File: src/rtl/rr_grant_pkg.sv
// rr_grant_pkg: shared constants and state type for the round-robin
// grant encoder (requester count, index width, default watchdog limit).
package rr_grant_pkg;
  localparam int N_REQ = 16;
  localparam int IDX_W = 4;
  localparam int TIMEOUT_DEF = 255;

  typedef enum logic {
    IDLE,
    GRANTED
  } state_t;
endpackage

File: src/rtl/rr_grant_encoder_pick.sv
// rr_pick: combinational rotating priority pick.
// Ports: req (requests), ptr (top priority) -> found, idx (winner).
module rr_pick
  import rr_grant_pkg::*;
(
  input  logic [N_REQ-1:0] req,
  input  logic [IDX_W-1:0] ptr,
  output logic             found,
  output logic [IDX_W-1:0] idx
);
  logic [2*N_REQ-1:0] dbl;
  logic [N_REQ-1:0]   rot;
  logic [IDX_W-1:0]   off;

  // Doubling the vector turns the rotate into a plain part-select.
  assign dbl = {req, req};
  assign rot = dbl[ptr +: N_REQ];

  always_comb begin
    off   = '0;
    found = |rot;
    for (int i = N_REQ - 1; i >= 0; i--) begin
      if (rot[i]) off = IDX_W'(i);
    end
  end

  // Index width wraps the sum mod N_REQ.
  assign idx = ptr + off;
endmodule

File: config.mk
export PLATFORM = sky130hd
export DESIGN_NAME = rr_pick
export DESIGN_NICKNAME = d
export VERILOG_FILES = /design/src/rtl/rr_grant_pkg.sv /design/src/rtl/rr_grant_encoder_pick.sv
export SDC_FILE = /design/constraint.sdc
export NUM_CORES = 1
export LEC_CHECK = 0
export CORE_MARGIN = 5
export CORE_UTILIZATION = 45
export DETAILED_ROUTE_END_ITERATION = 10
export PLACE_DENSITY = 0.72
export RECOVER_POWER = 100
export SKIP_LAST_GASP = 1
export SYNTH_ARGS = -nofsm -noshare
export SYNTH_HDL_FRONTEND = slang
export SYNTH_SLANG_ARGS = --single-unit
File: constraint.sdc
create_clock -name vclk -period 4.97
set_clock_uncertainty 0.15 [all_clocks]
set_input_delay 0.497 -clock vclk [all_inputs]
set_output_delay 0.497 -clock vclk [all_outputs]
set_load 0.01 [all_outputs]
Word-level counts from Yosys, hierarchy flattened
Cells that the tools add are included.
Word-level totals
  bits in registers: 0
  input bits: 20
  output and inout port bits: 5
Operators by class
  $add $sub $neg: 1
  shift operators: 1
  muxes and demuxes: 16
  reductions and logical operators: 1
Operator list (number)
  $mux 4: 16
  $shiftx 32x5->16: 1
  $reduce_or 16->1: 1
  $add 4x4->4: 1

Logic depth before layout (Yosys ltp)
Gate-level depths: netlist of run 1.
  word-level depth: 18
  gate-level depth with buffers: 13
  gate-level depth less buffers: 11

Least setup slack after synthesis of run 1
No wires, ideal clock.
  path kind: input to output
  start: input port ptr[1]
  end: output port idx[3]
  arrival time: 3.320 ns
  slack: 1.003 ns
  cell stages on the path: 12
  cells stage by stage: buf_6 mux4_2 mux2_2 or3b_1 a221o_1 a21boi_1 o31a_1 ha_1 a21o_1 a21oi_1 xor2_1 xnor2_1
On the way
  word-level cells in the longest chain between the ends: 18
RTL lines
  start, declared: RTL line rr_grant_encoder_pick.sv:7  | input logic [IDX_W-1:0] ptr,
  $shiftx 32x5->16: RTL line rr_grant_encoder_pick.sv:17  | assign rot = dbl[ptr +: N_REQ];
  $mux 4 (16 in a row): RTL line rr_grant_encoder_pick.sv:23  | if (rot[i]) off = IDX_W'(i);
  $add 4x4->4 *: RTL line rr_grant_encoder_pick.sv:28  | assign idx = ptr + off;
  end, declared: RTL line rr_grant_encoder_pick.sv:9  | output logic [IDX_W-1:0] idx
Every way passes the cells marked *; elsewhere a longest branch is shown, timed or not.

Worst setup path in the final report of run 1
  start: input port ptr[3]
  end: output port idx[1]
On the way
  word-level cells in the longest chain between the ends: 18
RTL lines (RTL line)
  $shiftx 32x5->16 *: rr_grant_encoder_pick.sv:17
  $mux 4 (15 in a row): rr_grant_encoder_pick.sv:23
  $mux 4 *: rr_grant_encoder_pick.sv:23
  $add 4x4->4 *: rr_grant_encoder_pick.sv:28
Marked as above.

==> results of run 1 <==
-- what timing repair did --
item                                    4_1_cts  5_1_grt
cloned                                        0        1
hold buffers                                  0        0
setup buffers                                 0        1
gates resized for setup                       1        4
endpoints found under the setup margin        1        3
pin swaps                                     0        3
-- through the flow --
stage	total power, mW	util [%]	TNS (ps)	std cells	setup slack [ps]
floorplan	0.133	-	0	128	1000
global placement	0.227	67.7	-78.5	205	-78.5
detailed placement	0.232	67.7	-180	205	-180
CTS	0.232	67.7	0	205	5.64
global route	0.255	69.0	-20.1	207	-20.1
finish	0.237	69.0	0	207	215
-- worst paths after layout --
check	start	to	slack, ps	depth (start not counted)
max	ptr[3]	idx[1]	220	11
min	ptr[1]	idx[2]	1770	6
-- layer usage --
metal / track usage (%) / wire length [µm] / up-vias
li1: - / - / 631
met1: 30.2 / 1710 / 673
met2: 33.5 / 1930 / 41
met3: 1.45 / 180 / 10
met4: 4.55 / 76 / 0
met5: 0 / 0 / -
-- layout by cell type (no fill, tap or decap), types with 2 or more instances in the layout --
cell	synthesis	final
and3_1	2	2
buf_12	0	2
inv_1	2	2
ha_1	3	3
clkdlybuf4s50_1	0	21
and4_1	2	2
nand2_1	11	11
o21ai_0	2	2
mux2_2	9	9
buf_4	0	30
a21oi_1	6	6
mux4_2	16	16
o211ai_1	4	4
nand3_1	4	4
and2_1	2	2
nand3b_1	2	2
nand4_1	3	3
nor2_1	5	5
a21o_1	2	2
nand2b_1	3	3
xor2_1	2	2
mux2i_1	9	9
-- synth_stat cells (all sizes together), types with 2 or more instances --
library cell / n / area share, %
mux4: 16 / 30
mux2i: 11 / 10
nand2: 11 / 3.4
mux2: 10 / 9.3
a21oi: 6 / 2.5
buf: 5 / 3.0
nor2: 5 / 1.5
clkbuf: 4 / 1.2
nand3: 4 / 1.6
o211ai: 4 / 2.5
ha: 3 / 3.1
inv: 3 / 0.93
nand2b: 3 / 1.5
nand4: 3 / 1.5
o21ai: 3 / 1.2
a2111oi: 2 / 1.4
a21boi: 2 / 1.2
a21o: 2 / 1.2
and2: 2 / 1.0
and3: 2 / 1.0
and4: 2 / 1.4
nand3b: 2 / 1.2
nor3: 2 / 1.2
xor2: 2 / 1.4
-- final cells by class --
cell class / count / area, µm²
Tap cell: 30 / 37.5
Inverter: 3 / 11.3
Fill cell: 191 / 781
Multi-Input combinational cell: 116 / 1160
Timing Repair Buffer: 58 / 536
-- report_power, final --
group | leakage (nW) | switching (mW) | internal (mW) | total [mW]
logic | 0.699 | 0.109 | 0.128 | 0.237
registers | 0 | 0 | 0 | 0
clock network | 0 | 0 | 0 | 0
total | 0.699 | 0.109 | 0.128 | 0.237
-- cell families (layout without fill, tap and decap cells) --
group	Yosys count	count (layout)	share of synthesized area (%)
XOR/XNOR	3	3	2.17
multiplexers	37	37	49.4
AO/OA/AOI/OAI	32	32	20.5
AND/OR/NAND/NOR	40	40	18.0
buffers and inverters	12	61	5.15
adder cells (fa/ha/maj)	4	4	4.74
==> results.yml, run 1 <==
floorplan:
  start_util_pct: 48.1
  dieArea_um2: 3840
  fp-row-count: 18
  core_um2: 2520
  die_h_um: 61.9
  die_w_um: 61.9
  io_pins: 25
cells_and_area:
  design.seq.count: 0
  clock_buffers: 0
  drive_above_1_share_pct: 37.3
  syn_to_final_growth_pct: 43.5
  design_area_um2: 1740
  final_nets: 203
  antenna_cells: 0
  regArea_um2: 0
sta:
  fmaxAchievable_mhz: 210
  hold_viol: 0
  min_period_over_period_pct: 95.7
  slew_violations: 0
  setup_viol_count_final: 0
  worst_pin_slew_ps: 476
  whs_ps: 1770
  fin_crit_ps: 4750
  timing.slew.headroom_pct: 67.3
setup_path:
  cp_slowest_cell: "clkdlybuf4s50_1"
  crit_buf_inv: 3
  slowest_delay_ps: 530
  path_class: "in -> out"
  cp-start-kind: "input pin"
  crit_path_end_kind: "output pin"
  crit_fanout: 16
  cp_top_family: "buffers and inverters"
  cp.arrival_ps: 4110
  worstPathRequired_ps: 4320
  crit_chain: "clkdlybuf4s50_1 -> buf_12 -> mux4_2 -> mux2_2 -> o2bb2ai_1 -> o211ai_1 -> o311ai_1 -> o211ai_1 -> ha_1 -> fa_1 -> clkdlybuf4s50_1"
place:
  portBuffers: 25
  place_area_um2: 1710
  hpwl_um: 3110
  place_congestion: 0.984
global_route:
  grt_start_max_net_pins: 18
  grt_pass1_vias: 1288
  overflow: 0
  track_usage_pct: 20.7
  grt_pass1_wl_um: 6060
  grt_antenna_before_repair: 0
hold_path:
  hold_path.class: "in -> out"
drt:
  drcViolationCount: 0
  wl_per_cell_um: 18.8
  via_per_inst: 6.55
  totalWireLength_um: 3890
  num_vias: 1355
  firstDrtPassIters: 4
  ant_nets: 0
  drtIter0Drc: 84
pwr:
  power.density_nw_per_um2: 136
  irDropWorstVdd_v: 0.000104
  power_leakage_nw: 0.699
synth:
  syn-num-nets: 152
  yosysSeqAreaShare_pct: 0
  synth_area_um2: 1210
  synth_cell_types: 52
  synthCells: 128
  yosysWarnings: 0
  syn_area_per_cell_um2: 9.48
flow_run:
  max-cap-violations: 0
run_status:
  status: "completed"
No activity file was read; power rests on OpenSTA's default activity.
==> inputs of run 2 (changes only) <==
Settings changed: DONT_BUFFER_PORTS set to 1, PLACE_DENSITY 0.72 to not set.
==> results.yml, run 2 (synthesis gave the netlist of run 1 again) <==
sta:
  setup_viol_count_final: 0
  fin_crit_ps: 4050
  min_period_over_period_pct: 81.5
  worst_pin_slew_ps: 510
  hold_viol: 0
  fmaxAchievable_mhz: 247
  setup_ws_ps: 917
  setup_tns_ps: 0
  timing.slew.headroom_pct: 65.0
  slew_violations: 0
  rsz0062_at_grt: "false"
pwr:
  p_sw_mw: 0.0772
  p_int_mw: 0.0713
  p_sw_share_pct: 52.0
  p_total_mw: 0.149
  p_seq_share_pct: 0
  p_comb_share_pct: 100.0
  power_leakage_nw: 0.417
  clkPwrFrac_pct: 0
  irDropWorstVdd_v: 0.0000760
  power.density_nw_per_um2: 124
setup_path:
  path_class: "in -> out"
  worstPathRequired_ps: 4320
  crit_path_end_kind: "output pin"
  cp-start-kind: "input pin"
  crit_fanout: 19
  cp.arrival_ps: 3410
drt:
  wl_per_cell_um: 20.9
  ant_nets: 0
  firstDrtPassIters: 4
  via_per_inst: 7.33
  drtIter0Drc: 27
  num_vias: 1092
  totalWireLength_um: 3120
  drcViolationCount: 0
cells_and_area:
  drive_above_1_share_pct: 26.1
  layout_common_cells: "mux4_2 (16), nand2_1 (11), mux2i_1 (9), mux2_2 (8), a21oi_1 (6)"
  syn_to_final_growth_pct: -1.13
  clock_buffers: 0
  final_nets: 145
  design.seq.count: 0
  layout_commonest_cell: "mux4_2"
  fill_cells: 236
  instances_no_fill: 149
  regArea_um2: 0
  antenna_cells: 0
floorplan:
  io_pins: 25
  start_util_pct: 48.1
  core_um2: 2520
  fp-row-count: 18
  dieArea_um2: 3840
  die_h_um: 61.9
  die_w_um: 61.9
global_route:
  use_met3_pct: 3.51
  grt_use_met2_pct: 29.3
  top_usage_layer: "met2"
  track_usage_pct: 17.3
  grt_pass1_vias: 1077
  grt_pass1_wl_um: 5180
  grt_start_max_net_pins: 20
  overflow: 0
  grt_antenna_before_repair: 0
  met1_usage_pct: 24.2
place:
  place_congestion: 0.909
  hpwl_um: 2590
  dp_slack_ps: 930
  dpl.cell_count: 149
  portBuffers: 0
clocking:
  cts_resized: 0
  cts_hold_buf: 0
  post-cts-setup-buffers: 0
run_status:
  status: "completed"
hold_path:
  hold_path.class: "in -> out"
flow_run:
  max-cap-violations: 0
run 2: cell count changes in the layout (fill, tap and decap cells not counted), sizes merged:
cell           delta
buf              -32
clkdlybuf4s50    -21
clkbuf            -2
dlygate4sd2       -1
dlygate4sd3       -1
dlymetal6s2s      -1
run 2: worst paths after layout:
path               start  endpoint  depth (start not counted)
setup / recovery  ptr[1]    idx[3]                         11
hold / removal    ptr[0]    idx[0]                          1
run 2: layout make-up:
class / count / area [µm²] / share of cell area (%)
well taps: 30 / 37.5 / 3.13
multi-input cells: 116 / 1150 / 95.9
inverters: 3 / 11.3 / 0.938
run 2: power groups by stage:
| stage | clock [mW] | sequential, mW | combinational (mW) |
|---|---|---|---|
| 6_report | 0 | 0 | 0.149 |
| 5_1_grt | 0 | 0 | 0.161 |
| 4_1_cts | 0 | 0 | 0.149 |
| 3_5_place_dp | 0 | 0 | 0.148 |
| 3_3_place_gp | 0 | 0 | 0.146 |
| 2_1_floorplan | 0 | 0 | 0.133 |
run 2: through the flow:
stage / area [µm²] / hold slack, ps / utilization (%)
CTS: 1200 / 1010 / 47.6
detailed placement: 1200 / 1010 / 47.6
global placement: 1200 / 1010 / 47.6
floorplan: 1210 / 995 / -
global route: 1200 / 1010 / 47.6
finish: 1200 / 1000 / 47.6
run 2: worst max-delay path: stages:
cell and delay, ps:
mux4_2 510, mux2i_1 300, or3b_1 400, a221o_1 360
a21boi_1 140, o31a_1 200, ha_1 260, a21o_1 150
a21oi_1 170, xor2_1 200, xnor2_1 200
run 2: per-layer routing:
layer | share of wire (%) | wire, µm
met2 | 48 | 1510
met1 | 46 | 1430
met4 | 0 | 0
met3 | 5.6 | 176
met5 | 0 | 0
==> inputs of run 3 (changes only) <==
Clock period 4.97 ns to 4 ns, I/O delays scaled along.
==> results.yml, run 3 (synthesis gave the netlist of run 1 again) <==
drt:
  drcViolationCount: 0
  totalWireLength_um: 3090
  drtIter0Drc: 44
  wl_per_cell_um: 20.5
  num_vias: 1099
  via_per_inst: 7.28
  ant_nets: 0
  firstDrtPassIters: 4
place:
  portBuffers: 0
  hpwl_um: 2580
  dpl.cell_count: 151
  place_area_um2: 1210
  place_congestion: 0.917
cells_and_area:
  design.seq.count: 0
  layout_common_cells: "mux4_2 (16), nand2_1 (11), mux2i_1 (9), mux2_2 (8), a21oi_1 (6)"
  clock_buffers: 0
  antenna_cells: 0
  regArea_um2: 0
  layout_commonest_cell: "mux4_2"
  design_area_um2: 1210
  final_nets: 147
  instances_no_fill: 151
  syn_to_final_growth_pct: 0.103
  drive_above_1_share_pct: 27.3
setup_path:
  crit_path_start: "ptr[1]"
  path_class: "in -> out"
  cp.arrival_ps: 3300
  crit_fanout: 19
  cp-start-kind: "input pin"
  worstPathRequired_ps: 3450
  crit_end: "idx[3]"
  crit_path_end_kind: "output pin"
global_route:
  grt_start_max_net_pins: 20
  track_usage_pct: 17.2
  grt_antenna_before_repair: 0
  grt_pass1_vias: 1058
  grt_pass1_wl_um: 5080
  overflow: 0
sta:
  fin_crit_ps: 3850
  setup_tns_ps: 0
  setup_viol_count_final: 0
  slew_violations: 0
  worst_pin_slew_ps: 442
  rsz0062_at_grt: "false"
  timing.slew.headroom_pct: 69.7
  min_period_over_period_pct: 96.2
  hold_viol: 0
  fmaxAchievable_mhz: 260
floorplan:
  start_util_pct: 48.1
  die_w_um: 61.9
  dieArea_um2: 3840
  fp-row-count: 18
  die_h_um: 61.9
  io_pins: 25
  core_um2: 2520
clocking:
  post-cts-setup-buffers: 0
  cts_resized: 0
  cts_hold_buf: 0
hold_path:
  min_path_cells: 1
  min_from: "ptr[0]"
  hold_path.class: "in -> out"
pwr:
  irDropWorstVdd_v: 0.0000722
  power_leakage_nw: 0.427
  power.density_nw_per_um2: 154
run_status:
  status: "completed"
flow_run:
  max-cap-violations: 0
## run 3: worst min-delay path by stage
stage / endpoint / slack (ps)
6_report: idx[0] / 810
5_1_grt: idx[0] / 820
4_1_cts: idx[0] / 820
3_5_place_dp: idx[0] / 820
3_3_place_gp: idx[0] / 810
2_1_floorplan: idx[0] / 800
## run 3: layout make-up
class	count	area (µm²)
Fill cell	239	1310
Inverter	3	11.3
Multi-Input combinational cell	116	1150
Tap cell	30	37.5
Timing Repair Buffer	2	15.0
## run 3: through the flow
| step | hold WS, ps | power (mW) | setup WS, ps | util [%] |
|---|---|---|---|---|
| CTS | 816 | 0.187 | 210 | 48.2 |
| global placement | 814 | 0.186 | 255 | 48.2 |
| detailed placement | 816 | 0.186 | 213 | 48.2 |
| floorplan | 801 | 0.165 | 227 | - |
| global route | 818 | 0.204 | 66.2 | 48.2 |
| finish | 810 | 0.187 | 153 | 48.2 |
## run 3: critical path, stage by stage
cell      delay, ps
mux4_2          490
mux2_1          350
or3b_1          390
a221o_1         360
a21boi_1        150
o31a_1          190
ha_1            250
a21o_1          160
a21oi_1         160
xor2_1          180
xnor2_1         200
## run 3: power by group
group	switching, mW	internal (mW)
combinational	0.0956	0.0918
clock	0	0
sequential	0	0
total	0.0956	0.0918
## run 3: layer usage
metal | vias up | wire [µm] | track usage, %
li1 | 516 | - | -
met1 | 537 | 1400 | 25.3
met2 | 46 | 1450 | 27.7
met3 | 0 | 234 | 3.72
met4 | 0 | 0 | 0
met5 | - | 0 | 0
